===== config.mk =====
export PLATFORM = sky130hd
export DESIGN_NAME = opmem_sp_gen_flat
export DESIGN_NICKNAME = d
export VERILOG_FILES = /design/src/rtl/opmem_sp_gen_pkg.sv /design/src/rtl/opmem_sp_gen_if.sv /design/src/rtl/opmem_sp_gen_outreg.sv /design/src/rtl/opmem_sp_gen.sv /design/src/flat_wrapper.sv
export SDC_FILE = /design/constraint.sdc
export NUM_CORES = 1
export LEC_CHECK = 0
export CORE_UTILIZATION = 58
export CTS_CLUSTER_DIAMETER = 40
export DETAILED_ROUTE_END_ITERATION = 8
export PLACE_DENSITY = 0.79
export SYNTH_ARGS = -nofsm -noshare
export SYNTH_HDL_FRONTEND = slang
export SYNTH_SLANG_ARGS = --single-unit

===== constraint.sdc =====
create_clock -name clk -period 1.6 [get_ports clk]
set_input_delay 0.24 -clock clk [delete_from_list [all_inputs] [get_ports clk]]
set_output_delay 0.24 -clock clk [all_outputs]
set_load 0.005 [all_outputs]

===== src/rtl/opmem_sp_gen_pkg.sv =====
// Shared constants and helpers for the parametrised operand memory (opmem_sp_gen).
// Optional byte parity is enabled by defining OPMEM_PARITY_EN.
package opmem_pkg;

  localparam int WM_NORMAL            = 0;
  localparam int WM_WRITE_THROUGH     = 1;
  localparam int WM_READ_BEFORE_WRITE = 2;
  localparam int RM_BYPASS            = 0;
  localparam int RM_PIPELINE          = 1;

  // Helpers work on the widest supported word; callers cast to their own DATA_W.
  localparam int MAX_DATA_W = 512;

  function automatic logic [MAX_DATA_W-1:0] byte_merge(
    input logic [MAX_DATA_W-1:0]   old_w,
    input logic [MAX_DATA_W-1:0]   new_w,
    input logic [MAX_DATA_W/8-1:0] be
  );
    logic [MAX_DATA_W-1:0] r;
    r = old_w;
    for (int i = 0; i < MAX_DATA_W/8; i++) begin
      if (be[i]) r[8*i +: 8] = new_w[8*i +: 8];
    end
    return r;
  endfunction

  function automatic logic even_parity(input logic [7:0] b);
    return ^b;
  endfunction

endpackage


===== src/rtl/opmem_sp_gen_if.sv =====
// Access bus of the operand memory: request fields from the master, read data back from the slave.
interface opmem_sp_gen_if #(
  parameter int DATA_W = 16,
  parameter int ADDR_W = 3
);
  logic                ce;
  logic                oce;
  logic                wre;
  logic [DATA_W/8-1:0] be;
  logic [ADDR_W-1:0]   ad;
  logic [DATA_W-1:0]   din;
  logic [DATA_W-1:0]   dout;
  logic                dout_vld;
  logic                parity_err;

  modport master (
    output ce, oce, wre, be, ad, din,
    input  dout, dout_vld, parity_err
  );

  modport slave (
    input  ce, oce, wre, be, ad, din,
    output dout, dout_vld, parity_err
  );
endinterface


===== src/rtl/opmem_sp_gen_outreg.sv =====
// Enable-gated output register (data, valid, parity error) with async reset.
// Data holds while disabled; valid and parity error drop so no stale pulse repeats.
module opmem_outreg #(
  parameter int DATA_W = 16
) (
  input  logic              clk,
  input  logic              reset,
  input  logic              en,
  input  logic [DATA_W-1:0] in_data,
  input  logic              in_vld,
  input  logic              in_perr,
  output logic [DATA_W-1:0] q_data,
  output logic              q_vld,
  output logic              q_perr
);

  logic [DATA_W-1:0] data_d, data_q;
  logic              vld_d, vld_q;
  logic              perr_d, perr_q;

  always_comb begin
    data_d = data_q;
    vld_d  = 1'b0;
    perr_d = 1'b0;
    if (en) begin
      data_d = in_data;
      vld_d  = in_vld;
      perr_d = in_perr & in_vld;
    end
  end

  always_ff @(posedge clk or posedge reset) begin
    if (reset) begin
      data_q <= '0;
      vld_q  <= 1'b0;
      perr_q <= 1'b0;
    end else begin
      data_q <= data_d;
      vld_q  <= vld_d;
      perr_q <= perr_d;
    end
  end

  assign q_data = data_q;
  assign q_vld  = vld_q;
  assign q_perr = perr_q;

endmodule


===== src/rtl/opmem_sp_gen.sv =====
// Parametrised single-port operand RAM with byte enables, latency-tracking valid and
// out-of-range protection. Define OPMEM_PARITY_EN to store and check per-byte even parity.
module opmem_sp_gen
  import opmem_pkg::*;
#(
  parameter int DATA_W     = 16,
  parameter int ADDR_W     = 3,
  parameter int DEPTH      = 8,
  parameter int READ_MODE  = 0,
  parameter int WRITE_MODE = 0
) (
  input  logic           clk,
  input  logic           reset,
  opmem_sp_gen_if.slave  bus
);

  localparam int NB = DATA_W / 8;

  if (DATA_W % 8 != 0)       begin : g_chk_w  $error("DATA_W must be a multiple of 8"); end
  if (DATA_W > MAX_DATA_W)   begin : g_chk_mx $error("DATA_W exceeds MAX_DATA_W"); end
  if (DEPTH > 2**ADDR_W)     begin : g_chk_d  $error("DEPTH must not exceed 2**ADDR_W"); end
  if (WRITE_MODE > 2)        begin : g_chk_wm $error("WRITE_MODE must be 0, 1 or 2"); end

  // Rows at or above DEPTH are never written nor observed, so they trim away.
  logic [DATA_W-1:0] mem_q [2**ADDR_W];

  logic              in_range;
  logic              wr_en;
  logic [DATA_W-1:0] rd_word;
  logic [DATA_W-1:0] wr_word_d;
  logic              rd_perr;

  always_comb begin
    in_range  = (32'(bus.ad) < 32'(DEPTH));
    rd_word   = in_range ? mem_q[bus.ad] : '0;
    wr_word_d = DATA_W'(byte_merge(MAX_DATA_W'(rd_word), MAX_DATA_W'(bus.din),
                                   (MAX_DATA_W/8)'(bus.be)));
    wr_en     = bus.ce & bus.wre & in_range;
  end

  always_ff @(posedge clk) begin
    if (wr_en) mem_q[bus.ad] <= wr_word_d;
  end

`ifdef OPMEM_PARITY_EN
  logic [NB-1:0] par_q [2**ADDR_W];
  logic [NB-1:0] wr_par_d;
  logic [NB-1:0] rd_par_calc;

  // Untouched bytes keep their stored parity so a latent error is not masked by a write.
  always_comb begin
    wr_par_d    = par_q[bus.ad];
    rd_par_calc = '0;
    for (int i = 0; i < NB; i++) begin
      if (bus.be[i]) wr_par_d[i] = even_parity(bus.din[8*i +: 8]);
      rd_par_calc[i] = even_parity(rd_word[8*i +: 8]);
    end
    rd_perr = in_range & (|(par_q[bus.ad] ^ rd_par_calc));
  end

  always_ff @(posedge clk) begin
    if (wr_en) par_q[bus.ad] <= wr_par_d;
  end
`else
  assign rd_perr = 1'b0;
`endif

  // Stage 1: access result
  logic [DATA_W-1:0] s1_data_d, s1_data_q;
  logic              s1_vld_d, s1_vld_q;
  logic              s1_perr_d, s1_perr_q;

  always_comb begin
    s1_data_d = s1_data_q;
    s1_vld_d  = 1'b0;
    s1_perr_d = 1'b0;
    if (bus.ce) begin
      if (!bus.wre) begin
        s1_data_d = rd_word;
        s1_vld_d  = 1'b1;
        s1_perr_d = rd_perr;
      end else if (WRITE_MODE == WM_WRITE_THROUGH) begin
        s1_data_d = in_range ? wr_word_d : '0;
        s1_vld_d  = 1'b1;
      end else if (WRITE_MODE == WM_READ_BEFORE_WRITE) begin
        s1_data_d = rd_word;
        s1_vld_d  = 1'b1;
        s1_perr_d = rd_perr;
      end
    end
  end

  always_ff @(posedge clk or posedge reset) begin
    if (reset) begin
      s1_data_q <= '0;
      s1_vld_q  <= 1'b0;
      s1_perr_q <= 1'b0;
    end else begin
      s1_data_q <= s1_data_d;
      s1_vld_q  <= s1_vld_d;
      s1_perr_q <= s1_perr_d;
    end
  end

  // Stage 2: optional output register
  if (READ_MODE == RM_PIPELINE) begin : g_outreg
    opmem_outreg #(.DATA_W(DATA_W)) u_outreg (
      .clk     (clk),
      .reset   (reset),
      .en      (bus.oce),
      .in_data (s1_data_q),
      .in_vld  (s1_vld_q),
      .in_perr (s1_perr_q),
      .q_data  (bus.dout),
      .q_vld   (bus.dout_vld),
      .q_perr  (bus.parity_err)
    );
  end else begin : g_bypass
    logic unused_oce;
    assign unused_oce     = bus.oce;
    assign bus.dout       = s1_data_q;
    assign bus.dout_vld   = s1_vld_q;
    assign bus.parity_err = s1_perr_q & s1_vld_q;
  end

endmodule


===== src/flat_wrapper.sv =====
// flat-port wrapper written by rule: the top's interface ports become plain ports
module opmem_sp_gen_flat import opmem_pkg::*;
#(
  parameter int DATA_W     = 16,
  parameter int ADDR_W     = 3,
  parameter int DEPTH      = 8,
  parameter int READ_MODE  = 0,
  parameter int WRITE_MODE = 0
)
  (clk, reset, bus_ce, bus_oce, bus_wre, bus_be, bus_ad, bus_din, bus_dout, bus_dout_vld, bus_parity_err);
  opmem_sp_gen_if #(.DATA_W(DATA_W), .ADDR_W(ADDR_W)) bus_i ();
  input  logic clk;
  input  logic reset;
  input wire logic [$bits(bus_i.ce)-1:0] bus_ce;
  input wire logic [$bits(bus_i.oce)-1:0] bus_oce;
  input wire logic [$bits(bus_i.wre)-1:0] bus_wre;
  input wire logic [$bits(bus_i.be)-1:0] bus_be;
  input wire logic [$bits(bus_i.ad)-1:0] bus_ad;
  input wire logic [$bits(bus_i.din)-1:0] bus_din;
  output wire logic [$bits(bus_i.dout)-1:0] bus_dout;
  output wire logic [$bits(bus_i.dout_vld)-1:0] bus_dout_vld;
  output wire logic [$bits(bus_i.parity_err)-1:0] bus_parity_err;
  assign bus_i.ce = bus_ce;
  assign bus_i.oce = bus_oce;
  assign bus_i.wre = bus_wre;
  assign bus_i.be = bus_be;
  assign bus_i.ad = bus_ad;
  assign bus_i.din = bus_din;
  assign bus_dout = bus_i.dout;
  assign bus_dout_vld = bus_i.dout_vld;
  assign bus_parity_err = bus_i.parity_err;
  opmem_sp_gen #(.DATA_W(DATA_W), .ADDR_W(ADDR_W), .DEPTH(DEPTH), .READ_MODE(READ_MODE), .WRITE_MODE(WRITE_MODE)) u_core (.clk(clk), .reset(reset), .bus(bus_i));
endmodule

# Word-level counts from Yosys, hierarchy flattened
# Memory sizes are Yosys's and may differ from the RTL's.
# Cells that the tools add are included.
totals:
  register_bits: 17
  latchBits: 0
  ramBits: 128
  mem_bits_ro: 0
  in_bits: 26
  out_inout_bits: 18
  word_cells: 12
  n_memories: 1
memory_table:
  columns: ["name", "depth", "width", "rd", "rd_clocked_by_memory_dff", "wr", "line", "rtl"]
  rows:
  - ["u_core.mem_q", 8, 16, 1, 0, 1, "opmem_sp_gen.sv:25", "logic [DATA_W-1:0] mem_q [2**ADDR_W];"]
op_classes:
  add_sub_neg: 0
  n_mul: 0
  n_div: 0
  magnitude_cmp: 0
  eq_ne: 0
  shifts: 0
  mux: 6
  bitwise: 2
  n_reduce_logical: 1
ops:
  columns: ["operator", "n"]
  rows:
  - ["8-bit 2-to-1 mux", 2]
  - ["1-bit 2-to-1 mux", 4]
  - ["2-bit AND reduction", 1]
  - ["1-bit AND", 1]
  - ["1-bit inverter", 1]

# Longest topological paths before layout
# Gate-level depths: netlist of run 1.
depth:
  ltp_word: 3
  depth_mapped: 6
  depth_no_buf: 4

# Worst setup path after synthesis of run 1
# Ideal clock, no wire load.
synth_timing:
  path_type: "input port to flip-flop"
  startpoint: "input bus_ad[2]"
  endpoint: "memory u_core.mem_q[0][0] (enable)"
  setup_time_ns: 0.409
  arrival_time_ns: 1.866
  required_time_ns: 1.191
  slack_ns: -0.675
  stages: 4
  n_path_buf: 2
  path_cell_list: "buf_6 > buf_4 > nand3b_1 > nor3_1"
synth_lines:
  columns: ["element", "line", "rtl"]
  rows:
  - ["start: declaration", "flat_wrapper.sv:18", "input wire logic [$bits(bus_i.ad)-1:0] bus_ad;"]
  - ["end: declaration", "opmem_sp_gen.sv:25", null]
# No word-level cell before the write port.

# Worst setup path after layout of run 1
layout_timing:
  startpoint: "memory u_core.mem_q[0][13]"
  endpoint: "memory u_core.mem_q[0][13] (data pin)"
layout_between:
  elab_chain_cells: 2
layout_lines:
  columns: ["element", "line", "rtl"]
  rows:
  - ["memory read 8 x 16 bit", null, null]
  - ["8-bit 2-to-1 mux", "opmem_sp_gen_pkg.sv:22", "if (be[i]) r[8*i +: 8] = new_w[8*i +: 8];"]
  - ["via u_core.wr_word_d[13]", "opmem_sp_gen.sv:30", "logic [DATA_W-1:0] wr_word_d;"]
# The timed path passes the listed nets, and every way through them passes these cells.

==> reports/results.tsv, run 1 <==
stage	metric	value	unit
cts	H-tree Lvls	4	
place	Final HPWL DP	8.06	mm
synth	mean post-synth cell area	15.1	um2
place	Placed Cells	590	
route	Antenna Nets Post-Route	0	
timing	worst slew pin tran	0.615	ns
flow_run	Max Cap Viol	0	
synth	count of cell types in the netlist	33	
grt	grt ovf	0	
grt	largest net degree at the start of global routing	22	
floorplan	Starting Density	0.602	
synth	largest cells by area after synthesis	edfxtp_1 (65%), mux2i_1 (10%), dfrtp_1 (7.2%)	
cts	clock-pin slew on the worst setup and hold paths	0.06	ns
timing	RSZ-0062 raised after global routing	true	
cts	cts hold-fix bufs	0	
setup_path	crit start category	register	
cells_and_area	layout cells sized above 1	0.228	
setup_path	WP data required	1.85	ns
floorplan	IO Count	44	
synth	Most used DFF post-synth	edfxtp_1	
route	vias per std cell	5.97	
synth	Synth area leader	edfxtp_1	
setup_path	WS Path Type	reg2reg	
timing	final setup vio count	8	
timing	Hold Fails Final Rpt	0	
cells_and_area	most frequent cells in the layout	edfxtp_1 (128), mux2i_1 (56), buf_4 (41)	
status	violated checks	negative setup slack	
cts	clk sinks	145	
synth	number of flops mapped to enable cells by yosys	128	
route	routed vias	3729	
cells_and_area	Final #Nets	505	
synth	proportion of netlist area held by the largest area contributor	0.650	
setup_path	CP delay by family, top	compound AO/OA/AOI/OAI gates	
timing	setup ws final	-0.0141	ns
route	DRT Wirelength	14.0	mm
synth	asr flop ratio synth	0.117	
power	leakage power figure	2.93	nW
power	overall power	9.31	mW
grt	total track usage	0.288	
synth	cell area after synthesis	0.00591	mm2
power	maximum VDD drop	0.000811	V
cells_and_area	# diodes	0	
setup_path	crit path buf inv count	0	
cells_and_area	P&R area growth vs syn	27.5	%
cts	Clk Latency, worst-skew pair	0.53	ns
timing	Slew HR	0.589	
cells_and_area	non-filler cells, final	625	
floorplan	core area	0.00982	mm2
timing	max-slew violation count	0	
synth	cells after synthesis	391	
power	total power divided by cell area	1240	mW/mm2
setup_path	Worst setup EP type	register	
place	PortBufs	41	
cells_and_area	most common cell after layout, fill and taps aside	edfxtp_1	
timing	Tmin final	1.61	ns
floorplan	FP Rows	36	
synth	Seq/Total Area, Yosys	0.722	
setup_path	Critical Path, Cell by Cell	nor3b_1, a311o_1, a221oi_4, mux2i_4	
cts	CTS root buf	clkbuf_8	
floorplan	Die W	103	um
timing	Max Clk Rate	620	MHz
route	DR pass1 iterations	5	
cts	clk buf depth	2	
synth	number of synthesized register bits	145	
setup_path	CP arrival	1.86	ns
timing	Final period util	1.01	
route	initial DRC count	298	
min_path	Hold Path Class	in2async	
cts	CTS tree	yes	
grt	global-route wire length before repair	21.0	mm
route	Routed WL per cell	22.5	um
setup_path	Slowest-stage cell, CP	edfxtp_1	
grt	vias in the first global route	3847	
synth	YS warnings	0	
setup_path	CP peak stage delay	0.38	ns
route	DRC Markers	0	
place	final RePlAce weighted congestion	0.788	
setup_path	CP max FO	8	
timing	final clock skew	0.00840	ns
status	status	finished with violations	
synth	syn_nets	417	
floorplan	die area	0.0106	mm2
floorplan	die span in y	103	um
grt	initial antenna violation count	0	
cts	Num CTS Buffers	17	
[state kept, by name (all words and copies together), names as in the netlist]
register	flops
u_core.mem_q	128
u_core.bus.dout_vld	1
u_core.bus.dout	16
[cell type report]
cell class	instances	area, um2
Timing Repair Buffer	91	861
Fill cell	558	2280
Clock buffer	18	418
Tap cell	133	166
Sequential cell	145	4270
Multi-Input combinational cell	202	1530
Inverter	22	82.6
Clock inverter	14	214
[cells in the mapped netlist (2+ instances only)]
| library cell | number |
|---|---|
| mux2i_1 | 59 |
| edfxtp_1 | 128 |
| clkbuf_1 | 2 |
| inv_1 | 22 |
| nand3b_1 | 3 |
| a211oi_2 | 2 |
| or2_1 | 2 |
| nand2_1 | 32 |
| o21ai_1 | 4 |
| buf_2 | 6 |
| o21ai_0 | 14 |
| nand2b_1 | 6 |
| o22ai_1 | 26 |
| buf_4 | 4 |
| nor3_1 | 15 |
| nand3_1 | 4 |
| buf_6 | 9 |
| nor2_1 | 7 |
| o32ai_1 | 2 |
| dfrtp_1 | 17 |
| a21oi_1 | 15 |
[routing by layer]
metal / share of wire / vias to the layer above / GRT usage
li1: - / 1657 / -
met1: 0.39 / 1837 / 0.356
met2: 0.51 / 194 / 0.482
met3: 0.067 / 41 / 0.0698
met4: 0.034 / 0 / 0.137
met5: 0 / - / 0
[kinds of logic after synthesis]
logic type | count (synthesis) | share of synthesized area
other | 1 | 0.000634
and+or+nand+nor | 75 | 0.0620
AOI/OAI and AO/OA | 67 | 0.0696
muxes | 59 | 0.0999
buffers and inverters | 44 | 0.0459
DFF | 145 | 0.722
[worst min-delay path, stage by stage]
cell             delay, ns
clkdlybuf4s50_1       0.41
inv_1                 0.06
buf_4                 0.28
[final timing paths]
kind | start | cells after the start | slack, ns | to
hold reg to reg | u_core.bus.dout[0] | 2 | 0.47 | u_core.bus.dout[0]
min in group clk | bus_din[15] | 3 | 0.45 | u_core.mem_q[2][15]
setup reg to reg | u_core.mem_q[0][13] | 4 | -0.01 | u_core.mem_q[0][13]
setup / recovery | u_core.mem_q[0][13] | 4 | -0.01 | u_core.mem_q[0][13]
hold / removal | reset | 3 | 0.07 | u_core.bus.dout[15]
max in group asynchronous | reset | 3 | 1.30 | u_core.bus.dout[1]
[where the power goes]
part,internal (mW),total (mW),switching (mW)
clock network,2.69,4.19,1.50
logic,0.356,0.806,0.450
registers,4.27,4.32,0.0415
[timing repair]
action	CTS	global route
pin swaps	1	2
resized for setup	34	12
endpoints found under the setup margin	137	96
endpoints found under the hold margin	0	0
setup buffers	2	1
[per-stage QoR]
step	util	setup WS (ns)	area, um2	hold WS, ns	TNS, ns
3_5_place_dp	0.688	-0.809	6760	0.464	-144.55
5_1_grt	0.768	-0.0876	7540	0.0761	-0.801
2_1_floorplan	-	-0.241	5940	0.166	-14.71
3_3_place_gp	0.688	-0.684	6760	0.459	-122.41
6_report	0.768	-0.0141	7540	0.0723	-0.0529
4_1_cts	0.759	-0.0772	7450	0.0696	-0.559
No activity file was read; power rests on OpenSTA's default activity.
==> run 2, diff against run 1 <==
CAP_MARGIN = 40   (was default)
CTS_BUF_LIST = sky130_fd_sc_hd__clkbuf_16   (was default)
==> run 2 against run 1 <==
Compared with the run above: via count down 0.13%; non-clock buffer count increased by 1; clock power up 1%; die area did not move; power up 1.1%; largest cell class unchanged; clock-buffer cell count shrank 1; final cell count increased by 0.16%; the run still ends with negative setup slack left; routed wire length shrank 0.14%.
==> reports/results.tsv, run 2 (same netlist as run 1, synthesis figures left out) <==
stage	metric	value	unit	change
status	status	finished with violations		
status	violated checks	negative setup slack		
setup_path	WS Path Type	reg2reg		
route	routed vias	3724		-0.13%
place	final RePlAce weighted congestion	0.788		unchanged
grt	initial antenna violation count	0		unchanged
floorplan	Die W	103	um	unchanged
power	maximum VDD drop	0.000823	V	+1.4%
cts	H-tree Lvls	4		unchanged
floorplan	die span in y	103	um	unchanged
timing	Tmin final	1.63	ns	+0.0154 ns
cells_and_area	most common cell after layout, fill and taps aside	edfxtp_1		
setup_path	CP delay by family, top	compound AO/OA/AOI/OAI gates		
timing	Fin Hold WS	0.177	ns	+0.105 ns
setup_path	worst r2r dst	u_core.mem_q[0][13]		
cells_and_area	flip-flop count of the largest register after layout	128		unchanged
setup_path	CP peak stage delay	0.38	ns	about the same
power	leakage power figure	2.89	nW	-1.4%
setup_path	WP data required	1.74	ns	-0.11 ns
grt	total track usage	0.285		-0.00353
floorplan	core area	0.00982	mm2	unchanged
floorplan	die area	0.0106	mm2	unchanged
route	initial DRC count	305		+2.3%
setup_path	crit path buf inv count	0		unchanged
timing	final clock skew	0.00796	ns	-0.000442 ns
route	Antenna Nets Post-Route	0		unchanged
route	DRC Markers	0		unchanged
cells_and_area	# diodes	0		unchanged
timing	Final period util	1.02		+0.00960
timing	Hold Fails Final Rpt	0		unchanged
grt	global-route wire length before repair	20.8	mm	-0.92%
timing	final setup vio count	8		unchanged
cts	CTS tree	yes		
cells_and_area	Final #Nets	506		+0.20%
timing	worst slew pin tran	0.597	ns	-0.0187 ns
power	total power divided by cell area	1250	mW/mm2	+0.79%
cells_and_area	Biggest register	u_core.mem_q		
setup_path	CP max FO	8		unchanged
timing	RSZ-0062 raised after global routing	true		
cells_and_area	most frequent cells in the layout	edfxtp_1 (128), mux2i_1 (56), buf_4 (40)		
setup_path	crit start category	register		
cts	Num CTS Buffers	17		unchanged
place	PortBufs	41		unchanged
flow_run	Max Cap Viol	0		unchanged
cells_and_area	P&R area growth vs syn	27.8	%	
power	overall power	9.41	mW	+1.1%
cts	cts hold-fix bufs	0		unchanged
cells_and_area	layout cells sized above 1	0.221		-0.00655
floorplan	IO Count	44		unchanged
route	DRT Wirelength	14.0	mm	-0.14%
cts	clk sinks	145		unchanged
setup_path	Slowest-stage cell, CP	edfxtp_1		
cts	CTS root buf	clkbuf_16		
setup_path	Worst setup EP type	register		
grt	vias in the first global route	3862		+0.39%
cts	Clk Latency, worst-skew pair	0.42	ns	-0.11 ns
cts	clock-pin slew on the worst setup and hold paths	0.06	ns	about the same
route	Routed WL per cell	22.4	um	-0.29%
setup_path	Reg2Reg Depth	4		unchanged
timing	max-slew violation count	0		unchanged
grt	grt ovf	0		unchanged
min_path	Hold Path Class	in2async		
setup_path	Critical Path, Cell by Cell	nor3b_1, a311o_1, a221oi_4, mux2i_4		
floorplan	FP Rows	36		unchanged
setup_path	reg-to-reg slack, setup	-0.03	ns	-0.02 ns
timing	Max Clk Rate	614	MHz	-0.94%
timing	Slew HR	0.602		+0.0125
route	DR pass1 iterations	5		unchanged
timing	setup ws final	-0.0295	ns	-0.0154 ns
setup_path	reg2reg start	u_core.mem_q[0][13]		
setup_path	CP arrival	1.77	ns	-0.09 ns
place	Final HPWL DP	8.06	mm	unchanged
floorplan	Starting Density	0.602		unchanged
route	vias per std cell	5.95		-0.29%
grt	largest net degree at the start of global routing	22		unchanged
timing	Fin Setup TNS	-0.182	ns	-0.129 ns
cts	clk buf depth	2		unchanged
## run 2: cell count changes in the layout (fill, tap and decap cells not counted), moves of 2 or more
cell             change
buf_12               +2
clkdlybuf4s50_1     +16
o22ai_2              -3
dlygate4sd2_1       -16
o22ai_1              +3
## run 2: power breakdown
part	switching (mW)	internal, mW
sequential	0.0447	4.27
combinational	0.447	0.395
clock	1.50	2.76
## run 2: routing by layer
metal	track usage	vias up	part of all wire
met2	0.472	163	0.51
met4	0.121	0	0.031
met5	0	-	0
li1	-	1656	-
met3	0.0698	41	0.067
met1	0.360	1864	0.40
## run 2: layout make-up
class | count | area, um2
Sequential cell | 145 | 4270
Fill cell | 550 | 2260
Multi-Input combinational cell | 202 | 1500
Timing Repair Buffer | 92 | 902
Clock buffer | 17 | 425
Clock inverter | 15 | 218
Tap cell | 133 | 166
Inverter | 22 | 82.6
## run 2: worst max path at each step
stage	from	endpoint	slack, ns	depth (start not counted)
2_1_floorplan	bus_ad[2]	u_core.mem_q[1][0]	-0.24	4
6_report	u_core.mem_q[0][13]	u_core.mem_q[0][13]	-0.03	4
3_3_place_gp	bus_ad[1]	u_core.mem_q[3][13]	-0.68	6
5_1_grt	u_core.mem_q[0][13]	u_core.mem_q[0][13]	-0.10	4
4_1_cts	u_core.mem_q[0][13]	u_core.mem_q[0][13]	-0.05	4
3_5_place_dp	bus_ad[1]	u_core.mem_q[4][13]	-0.81	6
## run 2: worst min-delay path, stage by stage
cell             delay [ns]
clkdlybuf4s50_1        0.41
inv_1                  0.06
buf_4                  0.28
## run 2: what timing repair did
item,CTS,global route
setup endpoints to repair,204,23
pin swaps,3,2
gates resized for setup,24,4
setup buffers,4,0
gates cloned,1,0
hold endpoints to repair,0,0
## run 2: metrics by stage
step                      cells  area, um2  utilization  worst slack (ns)
after global placement      590       6760        0.688            -0.684
after CTS                   627       7530        0.767           -0.0486
final                       626       7560        0.770           -0.0295
after detailed placement    590       6760        0.688            -0.809
after global routing        626       7560        0.770            -0.100
after floorplan             391       5940            -            -0.241
